[config.mk]
export PLATFORM = sky130hd
export DESIGN_NAME = uart_flash_loader
export DESIGN_NICKNAME = d
export VERILOG_FILES = /design/src/rtl/uart_flash_loader.sv
export SDC_FILE = /design/constraint.sdc
export NUM_CORES = 1
export LEC_CHECK = 0
export CAP_MARGIN = 25
export CORE_MARGIN = 10
export CORE_UTILIZATION = 60
export DETAILED_ROUTE_END_ITERATION = 8
export PLACE_DENSITY = 0.83
export SYNTH_ARGS = -nofsm -noshare
export SYNTH_HDL_FRONTEND = slang
export SYNTH_SLANG_ARGS = --single-unit
[constraint.sdc]
create_clock -name clk -period 4.77 [get_ports clk]
set_input_delay 0.477 -clock clk [delete_from_list [all_inputs] [get_ports clk]]
set_output_delay 0.477 -clock clk [all_outputs]
set_load 0.005 [all_outputs]
[src/rtl/uart_flash_loader.sv]
`default_nettype none
// ============================================================================
// Module      : uart_flash_loader
// Description : 8N1 UART receiver that streams a program image to the fetch
//               stage. Raises flash on the first valid start bit and drops it
//               after the line has been idle for IDLE_TIMEOUT_CYCLES clocks.
// Revision    : 1.0 - initial release
// ============================================================================
module uart_flash_loader #(
  parameter int unsigned CLK_FREQ            = 100_000_000,
  parameter int unsigned BAUD_RATE           = 115_200,
  parameter int unsigned IDLE_TIMEOUT_CYCLES = 1_000_000
) (
  input  logic        clk,
  input  logic        rst,
  input  logic        rx,
  output logic [7:0]  uart_data,
  output logic        uart_received,
  output logic        flash,
  output logic        frame_error,
  output logic [31:0] byte_count
);

  localparam int unsigned c_clks_per_bit = CLK_FREQ / BAUD_RATE;
  localparam int unsigned c_half         = c_clks_per_bit / 2;
  localparam int unsigned c_baud_w       = (c_clks_per_bit > 1) ? $clog2(c_clks_per_bit) : 1;
  localparam int unsigned c_to_w         = (IDLE_TIMEOUT_CYCLES > 1) ? $clog2(IDLE_TIMEOUT_CYCLES) : 1;
  localparam logic [c_baud_w-1:0] c_bit_last  = c_baud_w'(c_clks_per_bit - 1);
  localparam logic [c_baud_w-1:0] c_half_last = c_baud_w'(c_half - 1);
  localparam logic [c_to_w-1:0]   c_to_last   = c_to_w'(IDLE_TIMEOUT_CYCLES - 1);

  typedef enum logic [1:0] {
    S_IDLE  = 2'd0,
    S_START = 2'd1,
    S_DATA  = 2'd2,
    S_STOP  = 2'd3
  } state_t;

  state_t              r_state, w_state_nxt;
  logic                r_rx_meta, r_rx_s;
  logic [c_baud_w-1:0] r_baud, w_baud_nxt;
  logic [2:0]          r_idx, w_idx_nxt;
  logic [7:0]          r_shift, w_shift_nxt;
  logic [7:0]          r_data, w_data_nxt;
  logic                r_recv, w_recv_nxt;
  logic                r_fe, w_fe_nxt;
  logic                r_flash, w_flash_nxt;
  logic [31:0]         r_count, w_count_nxt;
  logic [c_to_w-1:0]   r_to, w_to_nxt;

  // Two-flop synchronizer for the asynchronous rx line; resets to idle-high
  always_ff @(posedge clk) begin
    if (rst) begin
      r_rx_meta <= 1'b1;
      r_rx_s    <= 1'b1;
    end else begin
      r_rx_meta <= rx;
      r_rx_s    <= r_rx_meta;
    end
  end

  // State and datapath registers
  always_ff @(posedge clk) begin
    if (rst) begin
      r_state <= S_IDLE;
      r_baud  <= '0;
      r_idx   <= '0;
      r_shift <= '0;
      r_data  <= '0;
      r_recv  <= 1'b0;
      r_fe    <= 1'b0;
      r_flash <= 1'b0;
      r_count <= '0;
      r_to    <= '0;
    end else begin
      r_state <= w_state_nxt;
      r_baud  <= w_baud_nxt;
      r_idx   <= w_idx_nxt;
      r_shift <= w_shift_nxt;
      r_data  <= w_data_nxt;
      r_recv  <= w_recv_nxt;
      r_fe    <= w_fe_nxt;
      r_flash <= w_flash_nxt;
      r_count <= w_count_nxt;
      r_to    <= w_to_nxt;
    end
  end

  // Next-state, bit sampling, byte delivery and flash/timeout control
  always_comb begin
    w_state_nxt = r_state;
    w_baud_nxt  = r_baud;
    w_idx_nxt   = r_idx;
    w_shift_nxt = r_shift;
    w_data_nxt  = r_data;
    w_recv_nxt  = 1'b0;
    w_fe_nxt    = 1'b0;
    w_flash_nxt = r_flash;
    w_count_nxt = r_count;
    w_to_nxt    = r_to;

    case (r_state)
      S_IDLE: begin
        if (!r_rx_s) begin
          // A falling edge takes priority over expiry on the same cycle, so
          // a frame starting exactly at timeout keeps flash mode alive.
          w_state_nxt = S_START;
          w_baud_nxt  = '0;
        end else if (r_flash) begin
          if (r_to == c_to_last) begin
            w_flash_nxt = 1'b0;
            w_to_nxt    = '0;
          end else begin
            w_to_nxt = r_to + 1'b1;
          end
        end
      end

      S_START: begin
        if (r_baud == c_half_last) begin
          w_baud_nxt = '0;
          if (!r_rx_s) begin
            w_state_nxt = S_DATA;
            w_idx_nxt   = '0;
            w_to_nxt    = '0;
            if (!r_flash) begin
              w_flash_nxt = 1'b1;
              w_count_nxt = '0;
            end
          end else begin
            w_state_nxt = S_IDLE;
          end
        end else begin
          w_baud_nxt = r_baud + 1'b1;
        end
      end

      S_DATA: begin
        if (r_baud == c_bit_last) begin
          w_baud_nxt         = '0;
          w_shift_nxt[r_idx] = r_rx_s;
          if (r_idx == 3'd7) begin
            w_state_nxt = S_STOP;
          end else begin
            w_idx_nxt = r_idx + 3'd1;
          end
        end else begin
          w_baud_nxt = r_baud + 1'b1;
        end
      end

      S_STOP: begin
        if (r_baud == c_bit_last) begin
          w_baud_nxt  = '0;
          w_to_nxt    = '0;
          w_state_nxt = S_IDLE;
          if (r_rx_s) begin
            w_data_nxt  = r_shift;
            w_recv_nxt  = 1'b1;
            w_count_nxt = r_count + 32'd1;
          end else begin
            w_fe_nxt = 1'b1;
          end
        end else begin
          w_baud_nxt = r_baud + 1'b1;
        end
      end

      default: begin
        w_state_nxt = S_IDLE;
      end
    endcase
  end

  assign uart_data     = r_data;
  assign uart_received = r_recv;
  assign flash         = r_flash;
  assign frame_error   = r_fe;
  assign byte_count    = r_count;

endmodule
`default_nettype wire

==> impl_metrics.json, run 1 <==
{
  "timing.critical_path.from_type": "register",
  "critical_path.endpoint_type": "register",
  "synthArstFlopShare_pct": 0,
  "syn-mean-instance-area_um2": 8.48,
  "ys_seq_elements": 88,
  "die-area_um2": 11200,
  "clock_period_minus_worst_slack_ns": 2.86,
  "hpwl_mm": 6.90,
  "gate_count_after_technology_mapping": 521,
  "dr.pass1.iters": 5,
  "grt_pass1_wl_mm": 17.6,
  "hold_viol": 0,
  "most_frequently_used_cell_type_in_the_post_synthesis_netlist": "sky130_fd_sc_hd__dfxtp_1",
  "totalNegativeSetupSlack_ns": 0,
  "grt_antenna_before_repair": 0,
  "timing_worst_slew_pin_value_ns": 0.734,
  "crit_path_max_fanout": 15,
  "start_util_pct": 61.2,
  "relSlewSlack_pct": 50.8,
  "netlist.top_cell.by_area": "sky130_fd_sc_hd__dfxtp_1",
  "multi_input_comb_area_um2": 2440,
  "power_per_cell_area_nw_per_um2": 266,
  "irDropWorstVdd_uv": 159,
  "slew_violations": 0,
  "num-nets-final": 558,
  "nFillCells": 582,
  "synth-main-ff-cell": "sky130_fd_sc_hd__dfxtp_1",
  "clk_transition_reported_paths_ns": 0.09,
  "initialDrtViolationCount": 258,
  "synth_largest_type_area_fraction_pct": 39.9,
  "via_count_of_the_first_global_routing_pass": 3745,
  "die_height_um": 106,
  "numCtsBuffers": 9,
  "synth-edff-count": 0,
  "number_of_i_o_port_buffers": 45,
  "number_of_nets_still_failing_antenna_checks_after_routing": 0,
  "drt-vias-per-instance": 6.23,
  "ys_top_cells_by_area": "sky130_fd_sc_hd__dfxtp_1, sky130_fd_sc_hd__a21oi_1, sky130_fd_sc_hd__o31ai_1",
  "final_critical_path_setup_slack_ns": 1.91,
  "finalSetupViolations": 0,
  "gr-usage-all-layers_pct": 18.2,
  "design.core.area_um2": 7210,
  "clock_insertion_delay_worst_skew_ns": 0.36,
  "clockRootBuffer": "sky130_fd_sc_hd__clkbuf_8",
  "finalClockSkew_ns": 0.0150,
  "critical-path-slowest-cell": "sky130_fd_sc_hd__dfxtp_1",
  "fin_crit_sh_pct": 59.9,
  "global_placement_routability_congestion": 0.880,
  "cts_max_path_bufs": 2,
  "crit_path_max_incr_delay_ns": 0.66,
  "vias": 4065,
  "setup_repair_after_global_routing_missed_its_margin": "no",
  "detail_route.wl_per_cell_um": 15.5,
  "tritoncts": "done",
  "warning_count_from_the_yosys_run": 0,
  "cts.repair_timing.setup_buffer_count": 0,
  "grt_start_max_net_pins": 51,
  "syn2layout_area_growth_pct": 15.9,
  "post_cts.resized_instances": 0,
  "synth_top_cells_by_count": "sky130_fd_sc_hd__dfxtp_1, sky130_fd_sc_hd__a21oi_1, sky130_fd_sc_hd__nand2_1, sky130_fd_sc_hd__nor2_1, sky130_fd_sc_hd__o31ai_1",
  "place.detailed.instances": 636,
  "power_mw": 1.36,
  "p_leak_nw": 1.58,
  "synth.yosys.seq_area_share_pct": 39.9,
  "floorplan.die.width_um": 106,
  "drcViolationCount": 0,
  "h-tree-depth": 3,
  "timing.critical_path.arrival_ns": 3.14,
  "pre_cts_ws_ns": 1.94,
  "postRouteWirelength_mm": 10.2,
  "syn_nets": 530,
  "status": "finished, final reports clean",
  "min_path_type": "register to register",
  "ys_types": 57,
  "clock-sinks": 88,
  "drive_above_1_share_pct": 6.14,
  "insertedDiodeCount": 0,
  "mappedNetlistArea_um2": 4420,
  "max_freq_mhz": 350,
  "row_count": 31,
  "cp_cell_sequence": "nor3b_1 -> a21o_1 -> o21ai_1 -> or4_1 -> a21oi_1",
  "post_layout_nonfiller_instances": 653,
  "timing_worst_setup_path_type": "register to register",
  "cap_viol_max_count": 0,
  "timing.critical_path.required_ns": 5.06,
  "seqCellArea_um2": 1760,
  "ios": 46,
  "overflow": 0,
  "hold_buffers": 0
}
report_power, final:
part | total [mW] | switching [mW] | leakage [nW] | internal [mW]
clock | 0.581 | 0.280 | 0.111 | 0.301
combinational | 0.0365 | 0.0244 | 0.763 | 0.0121
sequential | 0.744 | 0.00678 | 0.709 | 0.738
total | 1.36 | 0.311 | 1.58 | 1.05
worst max-delay path, delay by kind of cell (launching register included):
| family | cells | cell delay (ns) |
|---|---|---|
| AOI/OAI and AO/OA | 3 | 0.95 |
| DFF | 1 | 0.66 |
| and+or+nand+nor | 2 | 1.19 |
per-layer routing:
metal	global-route usage, %	share of wire [%]	vias up	wire [µm]
met4	6.77	1.4	0	143
met3	3.53	5.7	17	577
li1	-	-	2014	-
met5	0	0	-	0
met1	22.9	44	1904	4480
met2	30.0	49	130	4960
worst paths after layout:
path / startpoint / to / slack, ns / cells after the start
max: r_rx_s$_SDFF_PP1_ / r_to[15]$_SDFFE_PP0P_ / 1.91 / 5
min: r_rx_meta$_SDFF_PP1_ / r_rx_s$_SDFF_PP1_ / 0.42 / 1
max reg2reg: r_rx_s$_SDFF_PP1_ / r_to[15]$_SDFFE_PP0P_ / 1.91 / 5
min reg2reg: r_rx_meta$_SDFF_PP1_ / r_rx_s$_SDFF_PP1_ / 0.42 / 1
state kept, by name, indices dropped and copies added (netlist names), named ones only:
register / cells
byte_count: 32
r_to: 20
r_baud: 10
r_shift: 8
uart_data: 8
r_idx: 3
flash: 1
frame_error: 1
r_rx_meta: 1
r_rx_s: 1
r_state: 1
uart_received: 1
placed cells by master, fill, tap and decap left out, types with 3 or more instances in the layout:
| cell | n |
|---|---|
| sky130_fd_sc_hd__nand4_1 | 15 |
| sky130_fd_sc_hd__o211ai_1 | 8 |
| sky130_fd_sc_hd__dfxtp_1 | 88 |
| sky130_fd_sc_hd__nand3_1 | 24 |
| sky130_fd_sc_hd__a41oi_1 | 3 |
| sky130_fd_sc_hd__or2_2 | 3 |
| sky130_fd_sc_hd__o21ai_0 | 10 |
| sky130_fd_sc_hd__clkbuf_8 | 9 |
| sky130_fd_sc_hd__nor3_1 | 6 |
| sky130_fd_sc_hd__a21oi_1 | 53 |
| sky130_fd_sc_hd__o2111ai_1 | 3 |
| sky130_fd_sc_hd__a311oi_1 | 7 |
| sky130_fd_sc_hd__ha_1 | 6 |
| sky130_fd_sc_hd__and3_1 | 6 |
| sky130_fd_sc_hd__nor2b_1 | 4 |
| sky130_fd_sc_hd__or3_1 | 7 |
| sky130_fd_sc_hd__nand4b_1 | 4 |
| sky130_fd_sc_hd__and4_1 | 4 |
| sky130_fd_sc_hd__nor4_1 | 6 |
| sky130_fd_sc_hd__buf_4 | 5 |
| sky130_fd_sc_hd__nor4b_1 | 5 |
| sky130_fd_sc_hd__xnor2_1 | 10 |
| sky130_fd_sc_hd__clkdlybuf4s50_1 | 45 |
| sky130_fd_sc_hd__or4_1 | 28 |
| sky130_fd_sc_hd__mux2i_1 | 12 |
| sky130_fd_sc_hd__nand2_1 | 48 |
| sky130_fd_sc_hd__xor2_1 | 5 |
| sky130_fd_sc_hd__nor2_1 | 37 |
| sky130_fd_sc_hd__nand2b_1 | 5 |
| sky130_fd_sc_hd__o31ai_1 | 29 |
| sky130_fd_sc_hd__a21o_1 | 4 |
| sky130_fd_sc_hd__inv_6 | 3 |
| sky130_fd_sc_hd__inv_1 | 14 |
| sky130_fd_sc_hd__and2_1 | 7 |
cell type report:
cell class                      count  share of cell area, %
Inverter                           15                   1.10
Clock inverter                      7                   2.00
Timing Repair Buffer               51                   9.92
Clock buffer                        9                   2.42
Tap cell                           99                   2.42
Sequential cell                    88                   34.4
Multi-Input combinational cell    384                   47.7
through the flow:
stage / util, % / hold WS [ns] / instance area (µm²)
after floorplan: - / 0.389 / 4420
after global placement: 67.5 / 0.401 / 4870
after detailed placement: 67.5 / 0.407 / 4870
after CTS: 70.7 / 0.425 / 5100
after global routing: 71.0 / 0.436 / 5120
final: 71.0 / 0.421 / 5120
cell families after synthesis:
group | after synthesis | synth area share [%]
adder cells (fa/ha/maj) | 6 | 1.70
flip-flops | 88 | 39.9
XOR/XNOR | 15 | 2.97
buffers and inverters | 49 | 4.84
AO/OA/AOI/OAI | 130 | 19.5
multiplexers | 13 | 2.97
AND/OR/NAND/NOR | 220 | 28.1
Power figures use the tool's default switching activity.
==> run 2: changes to the inputs <==
--- a/config.mk
+++ b/config.mk
@@ -7,9 +7,9 @@
 export LEC_CHECK = 0
 export CAP_MARGIN = 25
 export CORE_MARGIN = 10
-export CORE_UTILIZATION = 60
+export CORE_UTILIZATION = 57
 export DETAILED_ROUTE_END_ITERATION = 8
-export PLACE_DENSITY = 0.83
+export PLACE_DENSITY = 0.79
 export SYNTH_ARGS = -nofsm -noshare
 export SYNTH_HDL_FRONTEND = slang
 export SYNTH_SLANG_ARGS = --single-unit
==> constraint.sdc (replaced) <==
create_clock -name clk -period 2.9 [get_ports clk]
set_input_delay 0.29 -clock clk [delete_from_list [all_inputs] [get_ports clk]]
set_output_delay 0.29 -clock clk [all_outputs]
set_load 0.005 [all_outputs]
==> impl_metrics.json, run 2 (synthesis gave the netlist of run 1 again) <==
{
  "ff2ff_path_depth": 5,
  "row_count": 32,
  "die-area_um2": 11700,
  "finalSetupViolations": 0,
  "clock-sinks": 88,
  "hold_path_end": "r_rx_s$_SDFF_PP1_",
  "post_cts.resized_instances": 0,
  "grt_pass1_wl_mm": 17.9,
  "floorplan.die.width_um": 108,
  "postRouteWirelength_mm": 10.4,
  "status": "finished, final reports clean",
  "reg2reg_from": "r_baud[2]$_SDFFE_PP0P_",
  "cts.repair_timing.setup_buffer_count": 0,
  "final_core_util_pct": 67.5,
  "seq_power_share_pct": 56.5,
  "r2r_setup_slack_ns": 0.39,
  "timing_worst_slew_pin_value_ns": 0.725,
  "p_comb_share_pct": 3.1,
  "post_layout_nonfiller_instances": 662,
  "clock_insertion_delay_worst_skew_ns": 0.36,
  "largest_reg_flops": 32,
  "syn2layout_area_growth_pct": 16.8,
  "initialDrtViolationCount": 153,
  "timing.rr.end": "byte_count[15]$_SDFFE_PP0P_",
  "die_height_um": 108,
  "h-tree-depth": 3,
  "tritoncts": "done",
  "pre_cts_ws_ns": 0.399,
  "start_util_pct": 57.8,
  "drcViolationCount": 0,
  "layout.cells.most_common": "sky130_fd_sc_hd__dfxtp_1",
  "p_leak_nw": 1.61,
  "totalNegativeSetupSlack_ns": 0,
  "max_freq_mhz": 398,
  "gr-usage-all-layers_pct": 18.2,
  "insertedDiodeCount": 0,
  "mostFrequentLayoutCells": "sky130_fd_sc_hd__dfxtp_1, sky130_fd_sc_hd__a21oi_1, sky130_fd_sc_hd__nand2_1",
  "detail_route.wl_per_cell_um": 15.6,
  "timing_worst_setup_path_type": "register to register",
  "irDropWorstVdd_uv": 280,
  "p_sw_uw": 505,
  "numCtsBuffers": 9,
  "clock_period_minus_worst_slack_ns": 2.51,
  "number_of_nets_still_failing_antenna_checks_after_routing": 0,
  "ios": 46,
  "cp_cell_sequence": "or4b_4 -> or4_4 -> a2111oi_1 -> xnor2_1 -> nor2_1",
  "drt-vias-per-instance": 6.14,
  "hold_path.startpoint": "r_rx_meta$_SDFF_PP1_",
  "cap_viol_max_count": 0,
  "slew_violations": 0,
  "power_per_cell_area_nw_per_um2": 420,
  "grt_met3_usage_pct": 3.51,
  "dr.pass1.iters": 4,
  "overflow": 0,
  "timing.critical_path.arrival_ns": 2.76,
  "drive_above_1_share_pct": 7.14,
  "design.core.area_um2": 7650,
  "final.hold.worst_slack_ns": 0.416,
  "grt_start_max_net_pins": 51,
  "num-nets-final": 564,
  "clockRootBuffer": "sky130_fd_sc_hd__clkbuf_8",
  "hold_viol": 0,
  "final_critical_path_setup_slack_ns": 0.388,
  "p_int_mw": 1.66,
  "timing.critical_path.required_ns": 3.14,
  "via_count_of_the_first_global_routing_pass": 3819,
  "grtUsageMet2_pct": 30.1,
  "min_delay_path_depth": 1,
  "finalClockSkew_ns": 0.0145,
  "min_path_type": "register to register",
  "global_placement_routability_congestion": 0.888,
  "relSlewSlack_pct": 51.3,
  "fin_crit_sh_pct": 86.6,
  "place.detailed.instances": 645,
  "clk_transition_reported_paths_ns": 0.09,
  "clkPwrFrac_pct": 40.5,
  "setup_repair_after_global_routing_missed_its_margin": "no",
  "hpwl_mm": 7.25,
  "crit_path_max_fanout": 14,
  "groute.layer.met1.usage_pct": 22.5,
  "cts_max_path_bufs": 2,
  "critical-path-slowest-cell": "sky130_fd_sc_hd__or4_4",
  "top_usage_layer": "met2",
  "grt_antenna_before_repair": 0,
  "hold_buffers": 0,
  "critical_path.endpoint_type": "register",
  "crit_path_max_incr_delay_ns": 0.66,
  "number_of_i_o_port_buffers": 45,
  "power.switching_fraction_pct": 23.3,
  "vias": 4064,
  "timing.critical_path.from_type": "register"
}
-- run 2: metal layers --
metal  share of wire [%]  wire, µm
met1                  44      4590
met2                  49      5100
met3                 5.1       533
met4                 1.2       128
met5                   0         0
-- run 2: worst max-delay path by stage --
stage | startpoint | end | slack (ns) | depth (start not counted)
5_1_grt | r_baud[0]$_SDFFE_PP0P_ | r_to[15]$_SDFFE_PP0P_ | 0.21 | 6
3_5_place_dp | r_baud[7]$_SDFFE_PP0P_ | byte_count[15]$_SDFFE_PP0P_ | 0.40 | 5
4_1_cts | r_baud[7]$_SDFFE_PP0P_ | byte_count[15]$_SDFFE_PP0P_ | 0.38 | 5
6_report | r_baud[2]$_SDFFE_PP0P_ | byte_count[15]$_SDFFE_PP0P_ | 0.39 | 5
2_1_floorplan | r_baud[2]$_SDFFE_PP0P_ | byte_count[29]$_SDFFE_PP0P_ | 0.46 | 8
3_3_place_gp | r_baud[7]$_SDFFE_PP0P_ | byte_count[17]$_SDFFE_PP0P_ | 0.47 | 5
-- run 2: cell type report --
type,count,area (µm²)
Clock buffer,10,138
Tap cell,102,128
Sequential cell,88,1760
Timing Repair Buffer,57,566
Inverter,15,56.3
Fill cell,629,2490
Clock inverter,6,67.6
Multi-Input combinational cell,384,2440
-- run 2: stage by stage --
stage | instance area (µm²) | power (mW)
2_1_floorplan | 4420 | 1.29
3_3_place_gp | 4930 | 1.32
3_5_place_dp | 4930 | 1.32
4_1_cts | 5140 | 2.18
5_1_grt | 5160 | 2.24
6_report | 5160 | 2.17
-- run 2: power by group through the flow --
stage          Combinational, mW  Clock, mW  Sequential (mW)
4_1_cts                   0.0665      0.887             1.22
3_3_place_gp              0.0650          0             1.25
3_5_place_dp              0.0659          0             1.25
5_1_grt                   0.0737      0.941             1.23
2_1_floorplan             0.0480          0             1.25
6_report                  0.0665      0.877             1.22
-- run 2: critical path: cells and delay by family (launching register included) --
| kind | cells | cell delay [ns] |
|---|---|---|
| compound gates | 1 | 0.52 |
| xor+xnor | 1 | 0.17 |
| flops | 1 | 0.40 |
| simple gates | 3 | 1.32 |
